File: src/rtl/alu_issue_ctrl.sv
// alu_issue_ctrl
//   Issue/writeback controller for the 8-bit combinational ALU. It accepts
//   instruction words over a valid/ready stream and reads operands from a 4x8
//   register file. It issues one ALU operation, captures alu_out/alu_co, and
//   writes the result back to rd.
//
//   Instruction word: {op[7:5], rd[4:3], rs[2:1], imm[0]}. When imm=1, the next
//   accepted word is an immediate byte that replaces R[rs] as operand 2.
//
//   Optional feature: define ALU_ZERO_FLAG_EN to add the zero_flag output.
//
// Ports
//   clk, rst       clock, synchronous active-high reset
//   instr_valid    instruction/immediate word valid
//   instr_data     instruction word or immediate byte
//   instr_ready    controller accepts a word this cycle (IDLE or IMM)
//   alu_sel        ALU operation select (op field)
//   alu_op1        R[rd]
//   alu_op2        R[rs] or immediate byte
//   alu_out        ALU result (combinational)
//   alu_co         ALU carry/shift-out
//   wb_valid       one-cycle pulse when a write-back is performed
//   wb_addr        register written
//   wb_data        value written
//   carry_flag     sticky carry, updated by add/ashl/div2 only
//   zero_flag      (ALU_ZERO_FLAG_EN only) result==0 on the last EXEC
//   busy           controller not in IDLE
//
// state | meaning
// IDLE  | waiting for an instruction word
// IMM   | instruction latched, waiting for its immediate byte
// EXEC  | ALU operands stable, result written at end of cycle

module alu_issue_ctrl #(
    parameter int                DATA_W   = 8,
    parameter int                NUM_REGS = 4,
    parameter logic [DATA_W-1:0] REG_INIT = '0
) (
    input  logic              clk,
    input  logic              rst,
    input  logic              instr_valid,
    input  logic [7:0]        instr_data,
    output logic              instr_ready,
    output logic [2:0]        alu_sel,
    output logic [DATA_W-1:0] alu_op1,
    output logic [DATA_W-1:0] alu_op2,
    input  logic [DATA_W-1:0] alu_out,
    input  logic              alu_co,
    output logic              wb_valid,
    output logic [1:0]        wb_addr,
    output logic [DATA_W-1:0] wb_data,
    output logic              carry_flag,
`ifdef ALU_ZERO_FLAG_EN
    output logic              zero_flag,
`endif
    output logic              busy
);

    typedef enum logic [1:0] {
        IDLE = 2'd0,
        IMM  = 2'd1,
        EXEC = 2'd2
    } state_t;

    state_t            state;
    state_t            state_next;
    logic [DATA_W-1:0] regs [NUM_REGS];
    logic [1:0]        rd_q;
    logic              accept;

    assign accept = instr_valid & instr_ready;

    // state register
    always_ff @(posedge clk) begin
        if (rst) begin
            state <= IDLE;
        end else begin
            state <= state_next;
        end
    end

    // next-state logic
    always_comb begin
        state_next = state;
        case (state)
            IDLE: begin
                if (instr_valid) begin
                    state_next = instr_data[0] ? IMM : EXEC;
                end
            end
            IMM: begin
                if (instr_valid) begin
                    state_next = EXEC;
                end
            end
            EXEC:    state_next = IDLE;
            default: state_next = IDLE;
        endcase
    end

    // state-decoded outputs
    always_comb begin
        instr_ready = (state == IDLE) || (state == IMM);
        busy        = (state != IDLE);
    end

    // operand latch, register file write-back and flags
    always_ff @(posedge clk) begin
        if (rst) begin
            for (int i = 0; i < NUM_REGS; i++) begin
                regs[i] <= REG_INIT;
            end
            alu_sel    <= '0;
            alu_op1    <= '0;
            alu_op2    <= '0;
            rd_q       <= '0;
            wb_valid   <= 1'b0;
            wb_addr    <= '0;
            wb_data    <= '0;
            carry_flag <= 1'b0;
`ifdef ALU_ZERO_FLAG_EN
            zero_flag  <= 1'b0;
`endif
        end else begin
            wb_valid <= 1'b0;

            if (accept && (state == IDLE)) begin
                alu_sel <= instr_data[7:5];
                alu_op1 <= regs[instr_data[4:3]];
                alu_op2 <= regs[instr_data[2:1]];
                rd_q    <= instr_data[4:3];
            end

            if (accept && (state == IMM)) begin
                alu_op2 <= instr_data[DATA_W-1:0];
            end

            // The write lands before the next IDLE accept reads the file,
            // so back-to-back dependent instructions need no bypass.
            if (state == EXEC) begin
                regs[rd_q] <= alu_out;
                wb_valid   <= 1'b1;
                wb_addr    <= rd_q;
                wb_data    <= alu_out;
                // only add, ashl and div2 produce a meaningful carry
                if ((alu_sel == 3'b000) || (alu_sel == 3'b001) || (alu_sel == 3'b011)) begin
                    carry_flag <= alu_co;
                end
`ifdef ALU_ZERO_FLAG_EN
                zero_flag <= (alu_out == '0);
`endif
            end
        end
    end

endmodule

File: config.mk
export PLATFORM = sky130hd
export DESIGN_NAME = alu_issue_ctrl
export DESIGN_NICKNAME = d
export VERILOG_FILES = /design/src/rtl/alu_issue_ctrl.sv
export SDC_FILE = /design/constraint.sdc
export NUM_CORES = 1
export LEC_CHECK = 0
export CAP_MARGIN = 10
export CELL_PAD_IN_SITES_DETAIL_PLACEMENT = 1
export CELL_PAD_IN_SITES_GLOBAL_PLACEMENT = 1
export CORE_MARGIN = 3
export CORE_UTILIZATION = 45
export CTS_CLUSTER_DIAMETER = 80
export DETAILED_ROUTE_END_ITERATION = 8
export PLACE_DENSITY = 0.9
export SYNTH_ARGS = -nofsm -noshare
export SYNTH_HDL_FRONTEND = slang
export SYNTH_SLANG_ARGS = --single-unit
export TNS_END_PERCENT = 20
File: constraint.sdc
create_clock -name clk -period 3.4 [get_ports clk]
set_input_delay 0.68 -clock clk [delete_from_list [all_inputs] [get_ports clk]]
set_output_delay 0.68 -clock clk [all_outputs]
set_load 0.01 [all_outputs]
# Yosys cells after proc, flatten, opt, wreduce, memory -nomap -nowiden
# Memory sizes are Yosys's and may differ from the RTL's. A register that Yosys moved wholly into a read port is not among the register bits.
# Cells that the tools add are included.
dict set report word_totals {
  register_bits 27
  latch_bits 0
  ramBits 32
  romBits 0
  input_bits 20
  output_inout_bits 33
  memories 1
}
dict set report classes {
  add_sub_neg 0
  multipliers 0
  n_div 0
  order_cmp 0
  eq_ne 6
  shift 0
  n_mux 14
  n_bitwise 1
  n_reduce_logical 12
}
# name depth width rd rd_clocked_by_memory_dff write_ports line
set memory_table {}
lappend memory_table {regs 4 8 2 1 4 67} ;# logic [DATA_W-1:0] regs [NUM_REGS];
# op count
set ops {}
lappend ops {{$mux W8} 3}
lappend ops {{$mux W2} 4}
lappend ops {{$reduce_or A8 Y1} 1}
lappend ops {{$mux W1} 6}
lappend ops {{$ne A2 B2 Y1 const B} 2}
lappend ops {{$pmux W2 S2} 1}
lappend ops {{$reduce_and A2 Y1} 2}
lappend ops {{$reduce_bool A2 Y1} 2}
lappend ops {{$eq A3 B1 Y1 const B} 1}
lappend ops {{$eq A3 B2 Y1 const B} 1}
lappend ops {{$logic_not A3 Y1} 1}
lappend ops {{$logic_or A1 B1 Y1} 3}
lappend ops {{$eq A2 B1 Y1 const B} 1}
lappend ops {{$eq A2 B2 Y1 const B} 1}
lappend ops {{$logic_and A1 B1 Y1} 2}
lappend ops {{$logic_not A2 Y1} 1}
lappend ops {{$and A1 B1 Y1} 1}

# Logic depth before layout (Yosys ltp)
# Gate-level depths: netlist of run 1.
dict set report depth {
  depth_word 6
  depth_mapped 6
}

# Worst setup path after synthesis of run 1
# No wires, ideal clock.
dict set report synth_timing {
  kind {input to register}
  startpoint {input instr_data[2]}
  endpoint {register alu_op2[6]}
  setup_time_ps 130
  arrival_time_ps 1537
  required_ps 3270
  path_slack_ps 1733
  path_stages 5
  path_cell_list {buf_6 -> buf_8 -> mux2_4 -> a222oi_1 -> a211oi_1}
}
dict set report synth_via {
  elab_chain_len 3
}
# item line
set synth_lines {}
lappend synth_lines {{start, declared} 42} ;# input logic [7:0] instr_data,
lappend synth_lines {{$mem_v2 Z4 W8} n/a}
lappend synth_lines {{$mux W8} 127} ;# if (accept && (state == IDLE)) begin
lappend synth_lines {{$mux W8} 134} ;# if (accept && (state == IMM)) begin
lappend synth_lines {{end signal, assigned} 130} ;# alu_op2 <= regs[instr_data[2:1]];
lappend synth_lines {{end signal, assigned} 135} ;# alu_op2 <= instr_data[DATA_W-1:0];
lappend synth_lines {{end, declared} 46} ;# output logic [DATA_W-1:0] alu_op2,
# Every way passes these cells. The select of a mux whose other input is x is not followed.
# A chain may end at the register's enable or synchronous reset.

# Worst setup path after layout of run 1
dict set report layout_timing {
  startpoint {register state[1]}
  endpoint {output busy}
}
dict set report layout_via {
  elab_chain_len 1
}
# item line
set layout_lines {}
lappend layout_lines {{start, declared} 65} ;# state_t state;
lappend layout_lines {{start signal, assigned} 78} ;# state <= state_next;
lappend layout_lines {{$reduce_bool A2 Y1} 104} ;# busy = (state != IDLE);
lappend layout_lines {{end, declared} 56} ;# output logic busy
# Every way passes these cells.

==> results of run 1 <==
==> through the flow <==
stage	hold slack, ns	worst slack, ns
floorplan	0.466	1.73
global placement	0.447	0.843
detailed placement	0.450	0.778
CTS	0.468	1.04
global route	0.485	0.945
finish	0.465	1.06
==> cell usage after synthesis <==
cell,n
a211oi_1,6
a21oi_1,24
a222oi_1,6
a311oi_1,1
a31o_2,2
and2_1,32
and2b_4,1
and4bb_2,1
buf_2,8
buf_6,3
buf_8,1
clkbuf_1,1
clkbuf_8,4
dfxtp_1,35
edfxtp_1,32
inv_1,4
mux2_2,12
mux2_4,1
mux2i_1,4
mux4_2,8
nand2_1,47
nand2b_1,3
nand3_1,1
nand4_1,1
nor2_1,10
nor2b_1,3
nor3_1,1
nor3b_1,1
nor3b_2,1
nor4_4,2
nor4b_4,1
o211ai_1,1
o21ai_0,1
or2_2,4
or3_1,1
or3b_1,1
==> registers in the layout (all words and copies together) (netlist names) <==
signal and cells:
regs 32, alu_op1 8, alu_op2 8, wb_data 8, alu_sel 3, rd_q 2, state 2, wb_addr 2
carry_flag 1, wb_valid 1
==> worst max-delay path: stages, from the launching register on <==
cell             delay (ns)
dfxtp_1                0.60
or2_2                  0.19
clkdlybuf4s50_1        0.52
==> layout make-up <==
cell class,instances,area (sq um)
Clock buffer,10,128
Inverter,4,15.0
Fill cell,677,2740
Tap cell,77,96.3
Sequential cell,67,1660
Timing Repair Buffer,56,551
Multi-Input combinational cell,177,1250
Clock inverter,6,56.3
==> power by group through the flow <==
stage | registers [uW] | logic, uW | clock network [uW]
4_1_cts | 913 | 233 | 646
5_1_grt | 918 | 253 | 682
3_5_place_dp | 931 | 230 | 0
2_1_floorplan | 930 | 130 | 0
6_report | 913 | 232 | 639
3_3_place_gp | 927 | 221 | 0
==> worst paths after layout <==
path,start,endpoint,slack (ns),cells past startpoint
worst max-delay path,state[1],busy,1.06,2
worst min-delay path,alu_op1[1],alu_op1[1],0.46,2
worst min register to register,alu_op1[1],alu_op1[1],0.46,2
worst max register to register,state[1],regs[1][0],1.45,3
==> layer usage <==
metal	vias up	GRT usage, %	part of all wire (%)
li1	1040	-	-
met1	1076	27.8	45
met2	64	35.2	49
met3	16	2.61	4.0
met4	0	10.3	2.2
met5	-	0	0
==> placed cells by master, fill, tap and decap left out, types with 2 or more instances in the layout <==
cell type	count
mux2_2	12
a211oi_1	6
clkbuf_8	9
a222oi_1	6
edfxtp_1	32
clkinv_2	3
mux2i_1	4
nand2b_1	3
buf_4	4
inv_1	4
nor2b_1	3
nor2_1	10
dfxtp_1	35
a21oi_1	24
mux4_2	8
clkdlybuf4s50_1	52
nand2_1	47
or2_2	4
and2_1	32
a31o_2	2
nor4_4	2
==> logic make-up after synthesis <==
group,after synthesis
simple gates,111
compound gates,41
mux,25
flops,67
buf+inv,21
==> results.md, run 1 <==
* Vias/cell at between 5 and 6
* Crit. End Element: output pin
* Max-Cap Viols at 0
* Internal Dissipation at approximately 1300 uW
* Combinational fraction of design power at roughly an eighth
* Synth Area in Compound Gates at 8.58%
* Nets at 335
* Wirelength per Cell at 19.2 microns
* DR pass1 iterations at 5
* Post-route setup TNS at 0 ns
* Worst VDD drop at around 0.21 mV
* Cells after DPL at around 380
* Max clock buf depth at 2
* RSZ-0062 raised after global routing: false
* Worst hold-check path type: register to register
* CTS sink cnt at 67
* Max FO, Critical Path at 10
* Die W at about 89 microns
* Final ANT Viol Nets at 0
* First-pass GRT wire length at ~13 mm
* Top-level port count at between 50 and 60
* Final HPWL DP at 5.50 mm
* Area share of the largest cell type after synthesis at 31.2%
* I/O Buffers at between 50 and 60
* Simple-Gate Fraction of Synth Area at about a fifth
* Post-synthesis mux area share at around an eighth
* Die Ht at 88.7 microns
* Ranking of synthesized cells by area: edfxtp_1, dfxtp_1, and2_1, mux4_2, nand2_1
* Slew Viols, Final at 0
* Flop pwr share at between 50 and 60%
* Post_cts resized at 0
* Core area at 6490 sq um
* Worst EP required at around 2.7 ns
* Share of layout cells above drive strength 1 at around 16%
* Largest family of logic cells by synthesized area: simple AND/OR/NAND/NOR gates
* Setup bufs post-CTS at 0
* Die area at about 8000 sq um
* Total Wirelength at between 7 and 8 mm
* Status: finished clean
* Post-Synth XOR/XNOR Area at 0%
* Switching pwr at 450 uW
* FP Rows at 29
* Leak at 0.00134 uW
* Hold-fix buffers, CTS at 0
* Syn avg cell area at approximately 12 sq um
* Clock slew seen by the registers of the worst setup and hold paths at ~0.07 ns
* Initial core utilization at between 40% and 50%
* Synth Instances at roughly 270
* Sequential share of the synthesized area at 54.0%
* Synth Warn # at 0
* Fmax at between 400 and 500 MHz
* Layout Utilization at 57.9%
* Measured slew at the worst slew-check pin at around 0.8 ns
* Iter 0 DRT Violations at 113
* Vias in the first global route at ~2400
* CTS root buf: clkbuf_8
* Mapped Area at about 3100 sq um
* Largest net degree at the start of global routing at 36
* Adder-Cell Fraction of Synth Area at 0%
* Ant. Diodes at 0
* Power per cell area at 475 nW/um^2
* DRC at 0
* CTS Buf Count at 9
* Worst setup SP type: register
* Switch share at between 20% and 30%
* Setup-failing EPs final at 0
* Final instance area at between 3000 and 4000 sq um
* Final std cells w/o fill at between 300 and 400
* Clk network pwr share at roughly 36%
* Yosys cell types at 36
* Endpoints failing hold at 0
* Clock Latency Late Sink at around 0.35 ns
* Total grt overflow at 0
* H-tree depth at 3
* Routability congestion estimate from global placement at between 0.8 and 0.9
* Post-Syn Nets at 285
* Setup Crit Path Kind: register to output pin
* Worst rel slew slack at around 45%
* Final worst path period need at ~2.3 ns
* CTS tree: done
* Fin crit share at just under 70%
* Via Count at approximately 2200
* Final Skew at 0.00497 ns
* Post-DP Area at ~3600 sq um
* Worst Path Arrival at between 1.5 and 2 ns
* Area grow syn2layout at 22.2%
* Power Total at about 1800 uW
* #FFs+latches synth at 67
* Total track usage at about a fifth
* Dominant cell type by area after synthesis: edfxtp_1
* Antenna violations before repair at 0
(Power assumes the default switching activity.)
==> run 2, diff against run 1 <==
--- a/config.mk
+++ b/config.mk
@@ -9,10 +9,10 @@
 export CELL_PAD_IN_SITES_DETAIL_PLACEMENT = 1
 export CELL_PAD_IN_SITES_GLOBAL_PLACEMENT = 1
 export CORE_MARGIN = 3
-export CORE_UTILIZATION = 45
+export CORE_UTILIZATION = 42
 export CTS_CLUSTER_DIAMETER = 80
 export DETAILED_ROUTE_END_ITERATION = 8
-export PLACE_DENSITY = 0.9
+export PLACE_DENSITY = 0.85
 export SYNTH_ARGS = -nofsm -noshare
 export SYNTH_HDL_FRONTEND = slang
 export SYNTH_SLANG_ARGS = --single-unit
==> constraint.sdc (replaced) <==
create_clock -name clk -period 2.31 [get_ports clk]
set_input_delay 0.462 -clock clk [delete_from_list [all_inputs] [get_ports clk]]
set_output_delay 0.462 -clock clk [all_outputs]
set_load 0.01 [all_outputs]
==> run 2 against run 1 <==
Critical path depth unchanged; final cell count grew 7.1%; via count barely moved; final area up 2.2%; worst setup slack got worse by 0.86 ns; critical path type unchanged; critical endpoint unchanged; largest cell class unchanged; highest routed layer unchanged.
==> results.md, run 2 (synthesis results as in run 1) <==
* Leak at 0.00139 uW (+3.3%)
* Internal Dissipation at 1930 uW (+44%)
* CP max stage delay at 0.60 ns (about the same)
* CTS tree: done
* Wirelength per Cell at 17.1 microns (-11%)
* Ant. Diodes at 0 (unchanged)
* Final instance area at 3840 sq um (+2.2%)
* Final HPWL DP at 5.47 mm (-0.60%)
* Max-Cap Viols at 0 (unchanged)
* Vias/cell at 5.16 (-6.7%)
* CTS root buf: clkbuf_8
* Die Ht at 91.6 microns (+3.3%)
* Family with the most delay on the worst path: flip-flops
* Share of layout cells above drive strength 1 at 18.2% (+2.3 points)
* Max clock buf depth at 2 (unchanged)
* Crit path max-delay cell type: dfxtp_1
* Bufs and invs on worst path at 1 (unchanged)
* Setup-failing EPs final at 0 (unchanged)
* Commonest non-fill, non-tap cell in the layout: clkdlybuf4s50_1
* Worst setup SP type: register
* Fmax at 474 MHz
* GRT busiest layer: met2
* Hold Path Depth at 2 (unchanged)
* Switching pwr at 641 uW (+42%)
* R2R depth at 3 (unchanged)
* Total Wirelength at 7.26 mm (-4.8%)
* Power per cell area at 669 nW/um^2 (+41%)
* Flop pwr share at 52.4% (+1.2 points)
* Via Count at 2194 (-0.091%)
* Core area at 6940 sq um (+6.9%)
* Post-route setup TNS at 0 ns (unchanged)
* DR pass1 iterations at 4 (-1)
* FP Rows at 30 (+3.4%)
* Fin crit share at between 90 and 100%
* I/O Buffers at 52 (unchanged)
* CP cell instances: or2_2 -> clkdlybuf4s50_1
* Worst hold-check path type: register to register
* Multi-input logic area at 1250 sq um (unchanged)
* Worst rel slew slack at 69.8% (+25 points)
* Largest Register: regs
* Clock Latency Late Sink at 0.35 ns (about the same)
* Setup bufs post-CTS at 0 (unchanged)
* Crit. End Element: output pin
* Top-level port count at 53 (unchanged)
* Measured slew at the worst slew-check pin at 0.452 ns (-0.372 ns)
* Die area at 8390 sq um (+6.6%)
* Total track usage at 18.5% (-2.8 points)
* Post_cts resized at 0 (unchanged)
* Area grow syn2layout at 24.9%
* DRC at 0 (unchanged)
* Endpoints failing hold at 0 (unchanged)
* H-tree depth at 3 (unchanged)
* Hold Path Origin: alu_op1[0]
* Vias in the first global route at 2303 (-4.5%)
* Initial core utilization at 44.3% (-3.1 points)
* Status: finished clean
* Nets at 344 (+2.7%)
* Hold worst-path end: alu_op1[0]
* Die W at 91.6 microns (+3.3%)
* CTS sink cnt at 67 (unchanged)
* Hold-fix buffers, CTS at 0 (unchanged)
* Worst VDD drop at 0.305 mV (+44%)
* Clock slew seen by the registers of the worst setup and hold paths at 0.07 ns (about the same)
* Final Skew at 0.0124 ns (+0.00742 ns)
* Reg2reg setup slack at 0.62 ns (-0.83 ns)
* Switch share at 25.0% (-0.27 points)
* First-pass GRT wire length at 12.0 mm (-4.2%)
* RSZ-0062 raised after global routing: false
* Post-DP Area at 3670 sq um (+2.6%)
* Cells after DPL at 409 (+7.3%)
* Max FO, Critical Path at 10 (unchanged)
* Sequential cell area at 1660 sq um (unchanged)
* Final std cells w/o fill at 425 (+7.1%)
* Antenna violations before repair at 0 (unchanged)
* Setup Crit Path Kind: register to output pin
* Global Route met3 Usage at 4.81% (+2.2 points)
* Layout Utilization at 55.3% (-2.6 points)
* Clk network pwr share at 34.2% (-1.6 points)
* Worst Path Arrival at 1.65 ns (about the same)
* GR Util met2 at 29.6% (-5.5 points)
* Largest net degree at the start of global routing at 25 (-31%)
* CTS Buf Count at 9 (unchanged)
* Met1 Use GR at 23.6% (-4.2 points)
* Final worst path period need at ~2.1 ns
* Iter 0 DRT Violations at 86 (-24%)
* Total grt overflow at 0 (unchanged)
* Max FFs per register at 32 (unchanged)
* Most frequent cells in the layout: clkdlybuf4s50_1, nand2_1, dfxtp_1
* Critical R2R Capture: regs[1][5]
* Worst EP required at 1.85 ns (-0.87 ns)
* Fillers at 728 (+7.5%)
* Routability congestion estimate from global placement at 0.738 (-8.7%)
* R2r startpoint: state[1]
* Combinational fraction of design power at 13.4% (+0.4 points)
* Final ANT Viol Nets at 0 (unchanged)
* Slew Viols, Final at 0 (unchanged)
run 2: final cells by class:
cell class                      instances  share of cell area [%]
Clock inverter                          3                   0.391
Inverter                                4                   0.391
Multi-Input combinational cell        177                    32.6
Clock buffer                           13                    4.14
Sequential cell                        67                    43.3
Tap cell                               96                    3.13
Timing Repair Buffer                   65                    16.1
run 2: per-stage QoR:
stage | setup slack (ns) | power [uW] | hold slack (ns)
floorplan | 0.847 | 1560 | 0.466
global placement | 0.245 | 1700 | 0.443
detailed placement | 0.163 | 1720 | 0.450
CTS | 0.181 | 2590 | 0.459
global route | 0.120 | 2680 | 0.480
finish | 0.200 | 2570 | 0.457
run 2: per-layer routing:
metal	part of all wire, %	vias up
met5	0	-
met4	2.1	0
met3	4.2	15
met2	48	65
met1	45	1050
li1	-	1064
run 2: worst min-delay path, delay by kind of cell (launching register included):
kind	cells	cell delay (ns)
flip-flops	1	0.31
AO/OA/AOI/OAI	1	0.05
AND/OR/NAND/NOR	1	0.05
run 2: how the worst max path moves through the flow:
stage / start / to / cells after the start
final: state[1] / busy / 2
after detailed placement: instr_data[2] / alu_op2[7] / 5
after global routing: state[1] / busy / 2
after CTS: state[1] / busy / 2
after global placement: instr_data[2] / alu_op2[6] / 5
after floorplan: state[1] / regs[1][0] / 4
run 2: power by group through the flow:
stage	Sequential (uW)	Clock [uW]	Combinational, uW
global placement	1370	0	332
CTS	1350	899	349
detailed placement	1370	0	345
finish	1350	877	345
floorplan	1370	0	191
global route	1350	951	373
==> run 3, diff against run 2 <==
--- a/config.mk
+++ b/config.mk
@@ -13,6 +13,7 @@
 export CTS_CLUSTER_DIAMETER = 80
 export DETAILED_ROUTE_END_ITERATION = 8
 export PLACE_DENSITY = 0.85
+export SLEW_MARGIN = 20
 export SYNTH_ARGS = -nofsm -noshare
 export SYNTH_HDL_FRONTEND = slang
 export SYNTH_SLANG_ARGS = --single-unit
==> results of run 3 <==
Same layout as run 2: the final DEF is identical, and so are final timing and power.
